`config.mk`:
```
export PLATFORM = sky130hd
export DESIGN_NAME = semaforo_monitor
export DESIGN_NICKNAME = d
export VERILOG_FILES = /design/src/rtl/semaforo_pkg.sv /design/src/rtl/semaforo_phase_decode.sv /design/src/rtl/semaforo_monitor.sv
export SDC_FILE = /design/constraint.sdc
export NUM_CORES = 1
export LEC_CHECK = 0
export ABC_AREA = 1
export CAP_MARGIN = 20
export CORE_MARGIN = 1.5
export CORE_UTILIZATION = 50
export DETAILED_ROUTE_END_ITERATION = 8
export GPL_ROUTABILITY_DRIVEN = 0
export PLACE_DENSITY_LB_ADDON = 0.25
export SLEW_MARGIN = 25
export SYNTH_ARGS = -nofsm -noshare
export SYNTH_HDL_FRONTEND = slang
export SYNTH_SLANG_ARGS = --single-unit
```
`constraint.sdc`:
```
create_clock -name clk -period 2.65 [get_ports clk]
set_input_delay 0.265 -clock clk [delete_from_list [all_inputs] [get_ports clk]]
set_output_delay 0.265 -clock clk [all_outputs]
set_load 0.1 [all_outputs]
```
`src/rtl/semaforo_pkg.sv`:
```
// Shared definitions for the two-head traffic-light controller and its monitor:
// lamp encodings, monitor fault codes and default phase durations.
package semaforo_pkg;

  localparam logic [2:0] GREEN  = 3'b001;
  localparam logic [2:0] YELLOW = 3'b010;
  localparam logic [2:0] RED    = 3'b100;

  typedef enum logic [2:0] {
    F_NONE   = 3'd0,
    F_ONEHOT = 3'd1,
    F_SUCC   = 3'd2,
    F_EARLY  = 3'd3,
    F_OVER   = 3'd4,
    F_BLAMP  = 3'd5
  } fault_code_t;

  // Terminal counts; each phase lasts count+1 cycles.
  localparam int VERDE_DEF    = 8;
  localparam int AMARELO_DEF  = 3;
  localparam int VERMELHO_DEF = 6;

  function automatic logic lamp_is_onehot(input logic [2:0] lamp);
    logic ok;
    case (lamp)
      GREEN, YELLOW, RED: ok = 1'b1;
      default:            ok = 1'b0;
    endcase
    return ok;
  endfunction

  function automatic logic [2:0] lamp_successor(input logic [2:0] lamp);
    logic [2:0] nxt;
    case (lamp)
      GREEN:   nxt = YELLOW;
      YELLOW:  nxt = RED;
      RED:     nxt = GREEN;
      default: nxt = GREEN;
    endcase
    return nxt;
  endfunction

endpackage

```
`src/rtl/semaforo_phase_decode.sv`:
```
// Combinational decode of the main-head sample against the last accepted phase:
// one-hot legality, legal-successor test and the run limit of the current phase.
module semaforo_phase_decode
  import semaforo_pkg::*;
#(
  parameter int VERDE    = VERDE_DEF,
  parameter int AMARELO  = AMARELO_DEF,
  parameter int VERMELHO = VERMELHO_DEF
) (
  input  logic [2:0] last_a,
  input  logic [2:0] a_lamp,
  output logic       is_onehot,
  output logic       is_successor,
  output logic [4:0] limit
);

  localparam logic [4:0] LIM_G = 5'(VERDE) + 5'd1;
  localparam logic [4:0] LIM_Y = 5'(AMARELO) + 5'd1;
  localparam logic [4:0] LIM_R = 5'(VERMELHO) + 5'd1;

  // Classify the sample and select the dwell limit of the phase being timed.
  always_comb begin
    is_onehot    = lamp_is_onehot(a_lamp);
    is_successor = (a_lamp == lamp_successor(last_a));
    case (last_a)
      GREEN:   limit = LIM_G;
      YELLOW:  limit = LIM_Y;
      RED:     limit = LIM_R;
      default: limit = LIM_G;
    endcase
  end

endmodule

```
`src/rtl/semaforo_monitor.sv`:
```
// Passive checker of the controller lamp outputs: sticky first-fault code,
// saturating violation count and a count of completed red-to-green rounds.
module semaforo_monitor
  import semaforo_pkg::*;
#(
  parameter int VERDE    = VERDE_DEF,
  parameter int AMARELO  = AMARELO_DEF,
  parameter int VERMELHO = VERMELHO_DEF
) (
  input  logic        clk,
  input  logic        rst,
  input  logic [2:0]  a_lamp,
  input  logic [2:0]  b_lamp,
  input  logic        clr_fault,
  output logic        fault,
  output logic [2:0]  fault_code,
  output logic [7:0]  fault_cnt,
  output logic [15:0] rounds
);

  logic [2:0]  last_a;
  logic [4:0]  run;

  logic        is_onehot;
  logic        is_successor;
  logic [4:0]  limit;

  logic        changed;
  logic        any_fault;
  fault_code_t win_code;

  logic [2:0]  last_a_nxt;
  logic [4:0]  run_nxt;
  logic        fault_nxt;
  logic [2:0]  fault_code_nxt;
  logic [7:0]  fault_cnt_nxt;
  logic [15:0] rounds_nxt;

  semaforo_phase_decode #(
    .VERDE    (VERDE),
    .AMARELO  (AMARELO),
    .VERMELHO (VERMELHO)
  ) u_decode (
    .last_a       (last_a),
    .a_lamp       (a_lamp),
    .is_onehot    (is_onehot),
    .is_successor (is_successor),
    .limit        (limit)
  );

  // Evaluate all checks; the lowest-numbered firing check is reported.
  always_comb begin
    changed  = (a_lamp != last_a);
    win_code = F_NONE;
    if (!is_onehot) begin
      win_code = F_ONEHOT;
    end else if (changed && !is_successor) begin
      win_code = F_SUCC;
    end else if (changed && (run != limit)) begin
      win_code = F_EARLY;
    end else if (!changed && (run == limit)) begin
      win_code = F_OVER;
    end else if ((b_lamp != GREEN) && (b_lamp != a_lamp)) begin
      win_code = F_BLAMP;
    end else begin
      win_code = F_NONE;
    end
    any_fault = (win_code != F_NONE);
  end

  // Next-state computation for phase tracking, fault latch and counters.
  always_comb begin
    last_a_nxt     = last_a;
    run_nxt        = run;
    fault_nxt      = fault;
    fault_code_nxt = fault_code;
    fault_cnt_nxt  = fault_cnt;
    rounds_nxt     = rounds;

    if (any_fault) begin
      fault_cnt_nxt = (fault_cnt == 8'hFF) ? fault_cnt : fault_cnt + 8'd1;
      // A fresh fault overrides a simultaneous clear, replacing any held code.
      if (!fault || clr_fault) begin
        fault_nxt      = 1'b1;
        fault_code_nxt = win_code;
      end else begin
        fault_nxt      = fault;
        fault_code_nxt = fault_code;
      end
      // Resync onto the observed phase when it is at least a valid lamp code.
      if (is_onehot) begin
        last_a_nxt = a_lamp;
        run_nxt    = 5'd1;
      end else begin
        last_a_nxt = last_a;
        run_nxt    = run;
      end
    end else begin
      if (clr_fault) begin
        fault_nxt      = 1'b0;
        fault_code_nxt = 3'd0;
      end else begin
        fault_nxt      = fault;
        fault_code_nxt = fault_code;
      end
      if (changed) begin
        last_a_nxt = a_lamp;
        run_nxt    = 5'd1;
        if ((last_a == RED) && (a_lamp == GREEN)) begin
          rounds_nxt = rounds + 16'd1;
        end else begin
          rounds_nxt = rounds;
        end
      end else begin
        last_a_nxt = last_a;
        run_nxt    = run + 5'd1;
      end
    end
  end

  // State and output registers; reset returns to the controller's power-on phase.
  always_ff @(posedge clk or posedge rst) begin
    if (rst) begin
      last_a     <= GREEN;
      run        <= 5'd0;
      fault      <= 1'b0;
      fault_code <= 3'd0;
      fault_cnt  <= 8'd0;
      rounds     <= 16'd0;
    end else begin
      last_a     <= last_a_nxt;
      run        <= run_nxt;
      fault      <= fault_nxt;
      fault_code <= fault_code_nxt;
      fault_cnt  <= fault_cnt_nxt;
      rounds     <= rounds_nxt;
    end
  end

endmodule

```
# Yosys cells after proc, flatten, opt, wreduce, memory -nomap -nowiden
# Index checks and enable logic that the tools add are counted.
[classes]
eq_ne = 15
bitwise = 2
n_addsub = 3
n_mux = 20
reduce_logical = 17
[op_table]
columns = ["cell", "count"]
rows = [
  ["$mux 3", 11],
  ["$add 16x1->16 const B", 1],
  ["$mux 5", 3],
  ["$add 8x1->8 const B", 1],
  ["$eq 8x8->1 const B", 1],
  ["$pmux 4 s2", 1],
  ["$eq 3x1->1 const B", 2],
  ["$eq 3x2->1 const B", 2],
  ["$eq 3x3->1 const B", 2],
  ["$ne 3x3->1", 2],
  ["$pmux 3 s2", 1],
  ["$reduce_and 2->1", 3],
  ["$add 5x1->5 const B", 1],
  ["$eq 5x5->1", 1],
  ["$logic_and 1x1->1", 5],
  ["$ne 5x5->1", 1],
  ["$mux 1", 4],
  ["$reduce_bool 2->1", 2],
  ["$eq 3x3->1", 1],
  ["$logic_not 1->1", 3],
  ["$ne 3x1->1 const B", 1],
  ["$reduce_and 3->1", 1],
  ["$reduce_bool 3->1", 1],
  ["$reduce_or 3->1", 1],
  ["other kinds (4)", 5],
]
[totals]
input_bits = 9
register_bits = 36

# Longest topological paths before layout
# Gate-level depths: netlist of the first run.
[logic_depth]
ltp_word = 11
ltp_mapped = 14

# Hierarchy
# From an unflattened synthesis of the first run, not the netlist that was laid out.
[hier_totals]
cells_unflattened = 332
hier_area_um2 = 2477.4
[by_module_without_submodules]
columns = ["module", "n_inst", "area_each_um2", "cells_each"]
rows = [
  ["semaforo_monitor", 1, 2338.5, 301],
  ["semaforo_phase_decode", 1, 138.9, 31],
]

# Worst setup path before layout of the first run
# OpenSTA, ideal clock, no wires.
[synth_timing]
path_type = "register -> register"
startpoint = "reg rounds[2]"
endpoint = "reg rounds[15]"
t_arrival_ns = 2.042
path_buffers = 0
stages_incl_launch_ff = 9
required_time_ns = 2.530
path_slack_ns = 0.488
cell_sequence = "dfrtp_1 inv_1 nor3_1 nand2_1 nor2_1 nand3_1 xnor2_1 nand3_1 nand2_1"
[synth_via]
elab_chain_cells = 1
[synth_rtl]
columns = ["item", "line_no", "text"]
rows = [
  ["start, declared", "semaforo_monitor.sv:18", "output logic [15:0] rounds"],
  ["start signal, assigned", "semaforo_monitor.sv:136", "rounds <= rounds_nxt;"],
  ["$add 16x1->16", "semaforo_monitor.sv:110", "rounds_nxt = rounds + 16'd1;"],
]
# Every way passes these cells.
# A chain may end at the register's enable or synchronous reset.

# Final worst setup path of the first run
[layout_timing]
startpoint = "in a_lamp[1]"
endpoint = "reg rounds[14]"
[layout_via]
elab_chain_cells = 10
word_cells_on_any_way = 23
classes_between = "6 x eq/ne; 6 x mux; 1 x bitwise; 10 x reduce/logical"
[layout_rtl]
columns = ["item", "line_no", "text"]
rows = [
  ["start, declared", "semaforo_monitor.sv:12", "input logic [2:0] a_lamp,"],
  ["$ne 3x3->1, on equally long branches", "semaforo_monitor.sv:63, semaforo_monitor.sv:53", ""],
  ["$logic_and 1x1->1 / $logic_not 1->1 (equally long branches)", "semaforo_monitor.sv:63, semaforo_monitor.sv:61", ""],
  ["$mux 3 / $logic_and 1x1->1 (equally long branches)", "semaforo_monitor.sv:63, semaforo_monitor.sv:61", ""],
  ["$mux 3", "semaforo_monitor.sv:61", "end else if (!changed && (run == limit)) begin"],
  ["$mux 3", "semaforo_monitor.sv:59", "end else if (changed && (run != limit)) begin"],
  ["$mux 3", "semaforo_monitor.sv:57", "end else if (changed && !is_successor) begin"],
  ["$mux 3", "semaforo_monitor.sv:55", "if (!is_onehot) begin"],
  ["$reduce_bool 3->1", "semaforo_monitor.sv:68", "any_fault = (win_code != F_NONE);"],
  ["$not 1->1 (no line)", "-", ""],
  ["$reduce_and 3->1 (no line) *", "-", ""],
]
# Mark *: on every way between the ends. The rest lies on a longest branch, timed or not.

==> impl_results.md, run 1 <==
- Clk pin slew, worst setup/hold paths: around 0.080 ns
- Max VDD drop: 0.000832 V
- Power density cells: slightly below 800 mW/mm2
- Count of cell types in the netlist: 31
- Worst reg2reg endpoint: rounds[14]$_DFFE_PP0P_
- Run status: finished, violations left
- CP Max Fanout: 16
- H-tree Lvls: 2
- Post-route cell area: around 0.0028 mm2
- Share of synthesized registers carrying an async set or reset: 1.00
- Hold Buf Count CTS: 0
- Most frequent cells in the layout: nand2_1, nand3_1, dfrtp_1
- CP cell instances: clkdlybuf4s50_1, nor2_1, nor2_1, o21ai_0, nand2_1, inv_1, nor2_8, nand3_4, nor2_8, nand3_1, nand2_1
- Largest net degree at the start of global routing: 37
- Leakage: between 0.001 and 0.0015 uW
- Final core occ: 0.629
- Antenna violations before repair: 0
- Placed Cells: ~390
- Nets@finish: between 300 and 400
- # IOs: 37
- Layout area overhead: 19.4%
- Fraction of layout cells with a size suffix above 1: 0.164
- Final period util: 0.824
- Buffers added on ports: 36
- Post-synth net total: ~320
- Cell count after synthesis: 307
- Reg2Reg Depth: 10
- Final std cells w/o fill: approximately 400
- Chip width: between 70 and 80 um
- Initial core utilization: 0.527
- Post CTS Setup Buffer Count: 0
- Die area: between 0.005 and 0.006 mm2
- Detailed-route DRC error count: 2
- Vias/cell: between 5 and 6
- Worst Tran Pin Value: about 0.5 ns
- Syn avg cell area: 7.63 um2
- Failing checks: design-rule violations
- Site Rows: 24
- Post-CTS Resized: 0
- Worst skew pair latency: around 0.3 ns
- Sequential element share of the synthesized area: 0.385
- Placement Cell Area: 0.00267 mm2
- RSZ-0062 raised after global routing: no
- Setup Viol. Count Final: 0
- Floorplan core area: ~0.0044 mm2
- Die Ht: about 71 um
- Req. time, crit path: 2.88 ns
- First-pass GRT wire length: 8.26 mm
- Vias: slightly above 2,000
- Initial DRC count: between 100 and 150
- Reg-to-reg slack, setup: roughly 0.50 ns
- Dpl hpwl: 3.55 mm
- CTS Sinks: 36
- Fin. max-slew vios: 0
- Fin. Hold Viols: 0
- DR pass1 iterations: 6
- Worst path arrival time: about 2.4 ns
- Antenna Nets Post-Route: 0
- Number of CTS-inserted buffers: 5
- Critical Path End Type: flop
- Critical Path Start Type: input pin
- Clock root cell: clkbuf_8
- Most common cell after layout, fill and taps aside: nand2_1
- Post-synthesis sequential element count: 36
- CTS Buffer Depth: 2
- Antenna fix cells: 0
- Reg2Reg Launch Point: last_a[0]$_DFFE_PP1P_
- Gr usage total: 0.203
- Max incr delay on CP: roughly 0.64 ns
- Vias in the first global route: approximately 1,900
- Clock period minus worst slack: 2.18 ns
- Routed WL per cell: 12.1 um
- Slowest CP cell: clkdlybuf4s50_1
- Skew final: 0.0108 ns
- GRT overflow: 0
- Worst slew margin: 0.660
- Number of max-cap violations: 0
- Max Fclk: 0.458 GHz
- Most common flop cell mapped by yosys: dfrtp_1
- Setup TNS: 0 ns
- Synth warn: 0
- Hold crit path type: in -> async
- Post-synth EDFFs: 0
- Drt total wl: about 4.8 mm
- Critical path class: in -> reg
- TritonCTS clock tree: yes
- Post-Syn Area: between 0.002 and 0.0025 mm2
-- synthesized netlist by cell type (all sizes together) (3+ instances only) --
cell type  number  area share
nor2           25       0.061
buf             7       0.021
nand4           8       0.024
inv            28       0.046
dfrtp          35        0.37
o21ai           9       0.019
ha              3       0.016
xor2            9       0.037
nor3            4      0.0086
nand2         107        0.18
nand3          45        0.10
xnor2          19       0.074
-- worst max path at each step --
stage / from / end / slack, ns / cells past startpoint
final: a_lamp[1] / rounds[14]$_DFFE_PP0P_ / 0.47 / 11
after global routing: a_lamp[1] / rounds[14]$_DFFE_PP0P_ / 0.26 / 11
after CTS: a_lamp[1] / rounds[14]$_DFFE_PP0P_ / 0.46 / 11
after detailed placement: a_lamp[1] / rounds[14]$_DFFE_PP0P_ / 0.16 / 11
after global placement: a_lamp[1] / rounds[11]$_DFFE_PP0P_ / 0.25 / 11
after floorplan: rounds[2]$_DFFE_PP0P_ / rounds[15]$_DFFE_PP0P_ / 0.49 / 8
-- critical path, delay by kind of cell --
kind                   cells  cell delay [ns]
AND/OR/NAND/NOR            8             1.19
buffers and inverters      2             0.86
AO/OA/AOI/OAI              1             0.08
-- layout make-up --
class	instances	area, um2
well taps	52	65.1
inverters	28	108
clock inverters	1	30.0
flip-flops and latches	36	902
repair buffers	39	313
multi-input cells	236	1280
clock buffers	7	96.3
fillers	396	1650
-- logic make-up (layout without fill, tap and decap cells) --
kind of cell	after synthesis	count (layout)	synth area share
compound gates	15	15	0.0358
xor+xnor	28	28	0.111
fa+ha+maj	3	3	0.0160
buf+inv	35	75	0.0673
flops	36	36	0.385
simple gates	190	190	0.384
-- metrics by stage --
step	setup slack (ns)	power (uW)	hold WS, ns
2_1_floorplan	0.488	1450	0.431
3_3_place_gp	0.246	1620	0.499
3_5_place_dp	0.159	1630	0.495
4_1_cts	0.457	2180	0.374
5_1_grt	0.260	2260	0.425
6_report	0.466	2160	0.362
-- power by group --
part | leakage, uW | internal, uW | total, uW | switching [uW]
clock network | 0.0000645 | 332 | 545 | 213
registers | 0.000465 | 622 | 713 | 91.0
logic | 0.000901 | 228 | 906 | 678
-- per-layer routing --
metal  share of wire  wire, um  global-route usage
met1            0.46      2230               0.250
met2            0.49      2390               0.354
met3           0.030       143              0.0352
met4           0.016        75              0.0812
met5               0         0                   0
-- flip-flops by register name, summed over array words and instances (netlist names) --
signal	flops
rounds	16
fault	1
fault_code	3
fault_cnt	8
run	5
last_a	3
No activity file was read; power rests on OpenSTA's default activity.
==> run 2: changes to the inputs <==
- clock period: 2.65 -> 2.25 ns (I/O delays scaled with it)
==> run 2 against run 1 <==
Net effect:
- the flow still finishes with violations (design-rule violations)
- design area is 0.27% lower
- wire length is 0.76% higher
- power is 8.9% higher
- register-to-register slack worse by 0.25 ns
- global-route usage is 0.69 points higher
- clock power is 19% lower
- clock skew is 0.0067 ns lower
- critical path depth stayed put
==> impl_results.md, run 2 (synthesis gave the netlist of run 1 again) <==
- Largest net degree at the start of global routing: 37 (unchanged)
- Critical path class: reg -> reg (was in -> reg)
- Detailed-route DRC error count: 2 (unchanged)
- Multi-input logic area: 0.00129 mm2 (was 0.00128 mm2)
- Routed WL per cell: 12.1 um (about the same)
- Worst path arrival time: 2.23 ns (was 2.41 ns)
- Reg area: 902 um2 (unchanged)
- Power density cells: 845 mW/mm2 (was 774 mW/mm2)
- Initial DRC count: 117 (was 101)
- # IOs: 37 (unchanged)
- Hold slack: 0.340 ns (was 0.362 ns)
- Setup TNS: 0 ns (unchanged)
- Largest regs: rounds x16, fault_cnt x8, run x5 (unchanged)
- Clock period minus worst slack: 2.00 ns
- Psw: 1140 uW (was 982 uW)
- CTS Buffer Depth: 2 (unchanged)
- Drt total wl: 4.88 mm (was 4.84 mm)
- Reg2Reg Launch Point: last_a[0]$_DFFE_PP1P_ (unchanged)
- Failing checks: design-rule violations (unchanged)
- GRT overflow: 0 (unchanged)
- Vias/cell: 5.19 (was 5.07)
- Fin. Hold Viols: 0 (unchanged)
- Die Ht: 71.4 um (unchanged)
- Layout area overhead: 19.1% (was 19.4%)
- Clk pin slew, worst setup/hold paths: 0.07 ns (was 0.08 ns)
- First-pass GRT wire length: 8.62 mm (was 8.26 mm)
- Most flop-heavy register: rounds (unchanged)
- Dpl hpwl: 3.62 mm (was 3.55 mm)
- Initial core utilization: 0.527 (unchanged)
- Fin. max-slew vios: 0 (unchanged)
- Internal power: 1220 uW (was 1180 uW)
- Nets@finish: 362 (was 358)
- Chip width: 71.4 um (unchanged)
- Clock root cell: clkbuf_8 (unchanged)
- Hold crit path type: in -> async (unchanged)
- Setup Viol. Count Final: 0 (unchanged)
- Post-place setup slack: -0.146 ns (was 0.159 ns)
- Die area: 0.00510 mm2 (unchanged)
- Reg-to-reg slack, setup: 0.25 ns (was 0.50 ns)
- TritonCTS clock tree: yes (unchanged)
- CTS Sinks: 36 (unchanged)
- RSZ-0062 raised after global routing: no (unchanged)
- Skew final: 0.00414 ns (was 0.0108 ns)
- Final std cells w/o fill: 402 (was 399)
- Site Rows: 24 (unchanged)
- Sw Ratio: 0.482 (was 0.454)
- Run status: finished, violations left (unchanged)
- Worst Tran Pin Value: 0.461 ns (was 0.504 ns)
- Clock share of power: 0.187 (was 0.252)
- Floorplan core area: 0.00444 mm2 (unchanged)
- Final period util: 0.891
- Number of CTS-inserted buffers: 5 (unchanged)
- Placed Cells: 395 (was 391)
- Critical Path End Type: flop (unchanged)
- DR pass1 iterations: 6 (unchanged)
- Setup crit end: rounds[10]$_DFFE_PP0P_ (was rounds[14]$_DFFE_PP0P_)
- Most common cell after layout, fill and taps aside: nand2_1 (unchanged)
- Fraction of layout cells with a size suffix above 1: 0.169 (was 0.164)
- Hold Buf Count CTS: 0 (unchanged)
- Vias: 2,088 (was 2,022)
- Worst slew margin: 0.693 (was 0.660)
- Global routing usage on met1: 0.268 (was 0.250)
- GRT Max-Usage Layer: met2 (unchanged)
- Comb pwr share: 0.456 (was 0.419)
- GR Util met2: 0.360 (was 0.354)
- Critical Path Start Type: flop (was input pin)
- Worst reg2reg endpoint: rounds[10]$_DFFE_PP0P_ (was rounds[14]$_DFFE_PP0P_)
- Antenna Nets Post-Route: 0 (unchanged)
- Req. time, crit path: 2.48 ns (was 2.88 ns)
- Pwr Total: 2360 uW (was 2160 uW)
- Antenna violations before repair: 0 (unchanged)
- Max VDD drop: 0.000901 V (was 0.000832 V)
- H-tree Lvls: 2 (unchanged)
- Worst skew pair latency: 0.29 ns (was 0.30 ns)
- Reg2Reg Depth: 11 (was 10)
- Leakage: 0.00144 uW (was 0.00143 uW)
- Sequential fraction of design power: 0.357 (was 0.329)
- Gr usage total: 0.210 (was 0.203)
- Vias in the first global route: 1,976 (was 1,898)
- Buffers added on ports: 36 (unchanged)
- Most frequent cells in the layout: nand2_1, nand3_1, dfrtp_1, buf_4, inv_1 (was nand2_1, nand3_1, dfrtp_1)
- FILL cells: 406 (was 396)
- Max Fclk: between 0.4 and 0.5 GHz
- Routing usage on met3: 0.0295 (was 0.0352)
- Max FFs per register: 16 (unchanged)
- Setup ws final: 0.245 ns (was 0.466 ns)
- CP Max Fanout: 16 (unchanged)
- Antenna fix cells: 0 (unchanged)
- Worst setup path startpoint: last_a[0]$_DFFE_PP1P_ (was a_lamp[1])
- Number of max-cap violations: 0 (unchanged)
## run 2: changes by cell type in the layout (fill, tap and decap cells not counted), sizes merged
cell	change
buf	+4
bufinv	-1
clkbuf	-1
clkdlybuf4s50	-1
clkinv	+1
dlymetal6s2s	+1
## run 2: through the flow
| stage | cell area (um2) | utilization |
|---|---|---|
| after floorplan | 2340 | - |
| after global placement | 2700 | 0.607 |
| after detailed placement | 2700 | 0.607 |
| after CTS | 2780 | 0.625 |
| after global routing | 2790 | 0.627 |
| final | 2790 | 0.627 |
## run 2: worst min-delay path by stage
stage,cells past startpoint,start,to
3_3_place_gp,2,fault_code[2]$_DFFE_PP0P_,fault_code[2]$_DFFE_PP0P_
2_1_floorplan,1,rst,fault$_DFFE_PP0P_
4_1_cts,3,rst,run[0]$_DFFE_PP0P_
3_5_place_dp,2,fault_code[2]$_DFFE_PP0P_,fault_code[2]$_DFFE_PP0P_
5_1_grt,3,rst,rounds[12]$_DFFE_PP0P_
6_report,3,rst,rounds[12]$_DFFE_PP0P_
## run 2: worst max-delay path, cell delays in order, from the launching register on
cell and delay [ns]:
dfstp_2 0.60, inv_2 0.05, nand3_2 0.10, xor2_1 0.19
nand2_1 0.13, nand2_4 0.11, nand2_4 0.07, nor2_8 0.10
nand3_4 0.15, nor2_8 0.24, nand3_1 0.11, nand2_1 0.09
## run 2: metal layers
| layer | wire [um] | share of wire | vias up |
|---|---|---|---|
| li1 | - | - | 1066 |
| met1 | 2200 | 0.45 | 974 |
| met2 | 2420 | 0.50 | 40 |
| met3 | 176 | 0.036 | 8 |
| met4 | 82 | 0.017 | 0 |
| met5 | 0 | 0 | - |
## run 2: timing repair
action,CTS,global route
hold endpoints to repair,0,0
gates resized for setup,0,2
endpoints found under the setup margin,0,18
buffers inserted,0,0
## run 2: power by group through the flow
stage | clock network, uW | logic, uW | registers, uW
final | 440 | 1080 | 842
after global routing | 476 | 1140 | 860
after CTS | 450 | 1080 | 844
after detailed placement | 0 | 1080 | 854
after global placement | 0 | 1070 | 852
after floorplan | 0 | 361 | 1350
## run 2: area by class of cell
class / instances / share of cell area
timing repair buffer: 43 / 0.124
multi-input combinational: 236 / 0.463
clock inverter: 1 / 0.00180
inverter: 28 / 0.0386
sequential: 36 / 0.324
clock buffer: 6 / 0.0260
tap: 52 / 0.0233
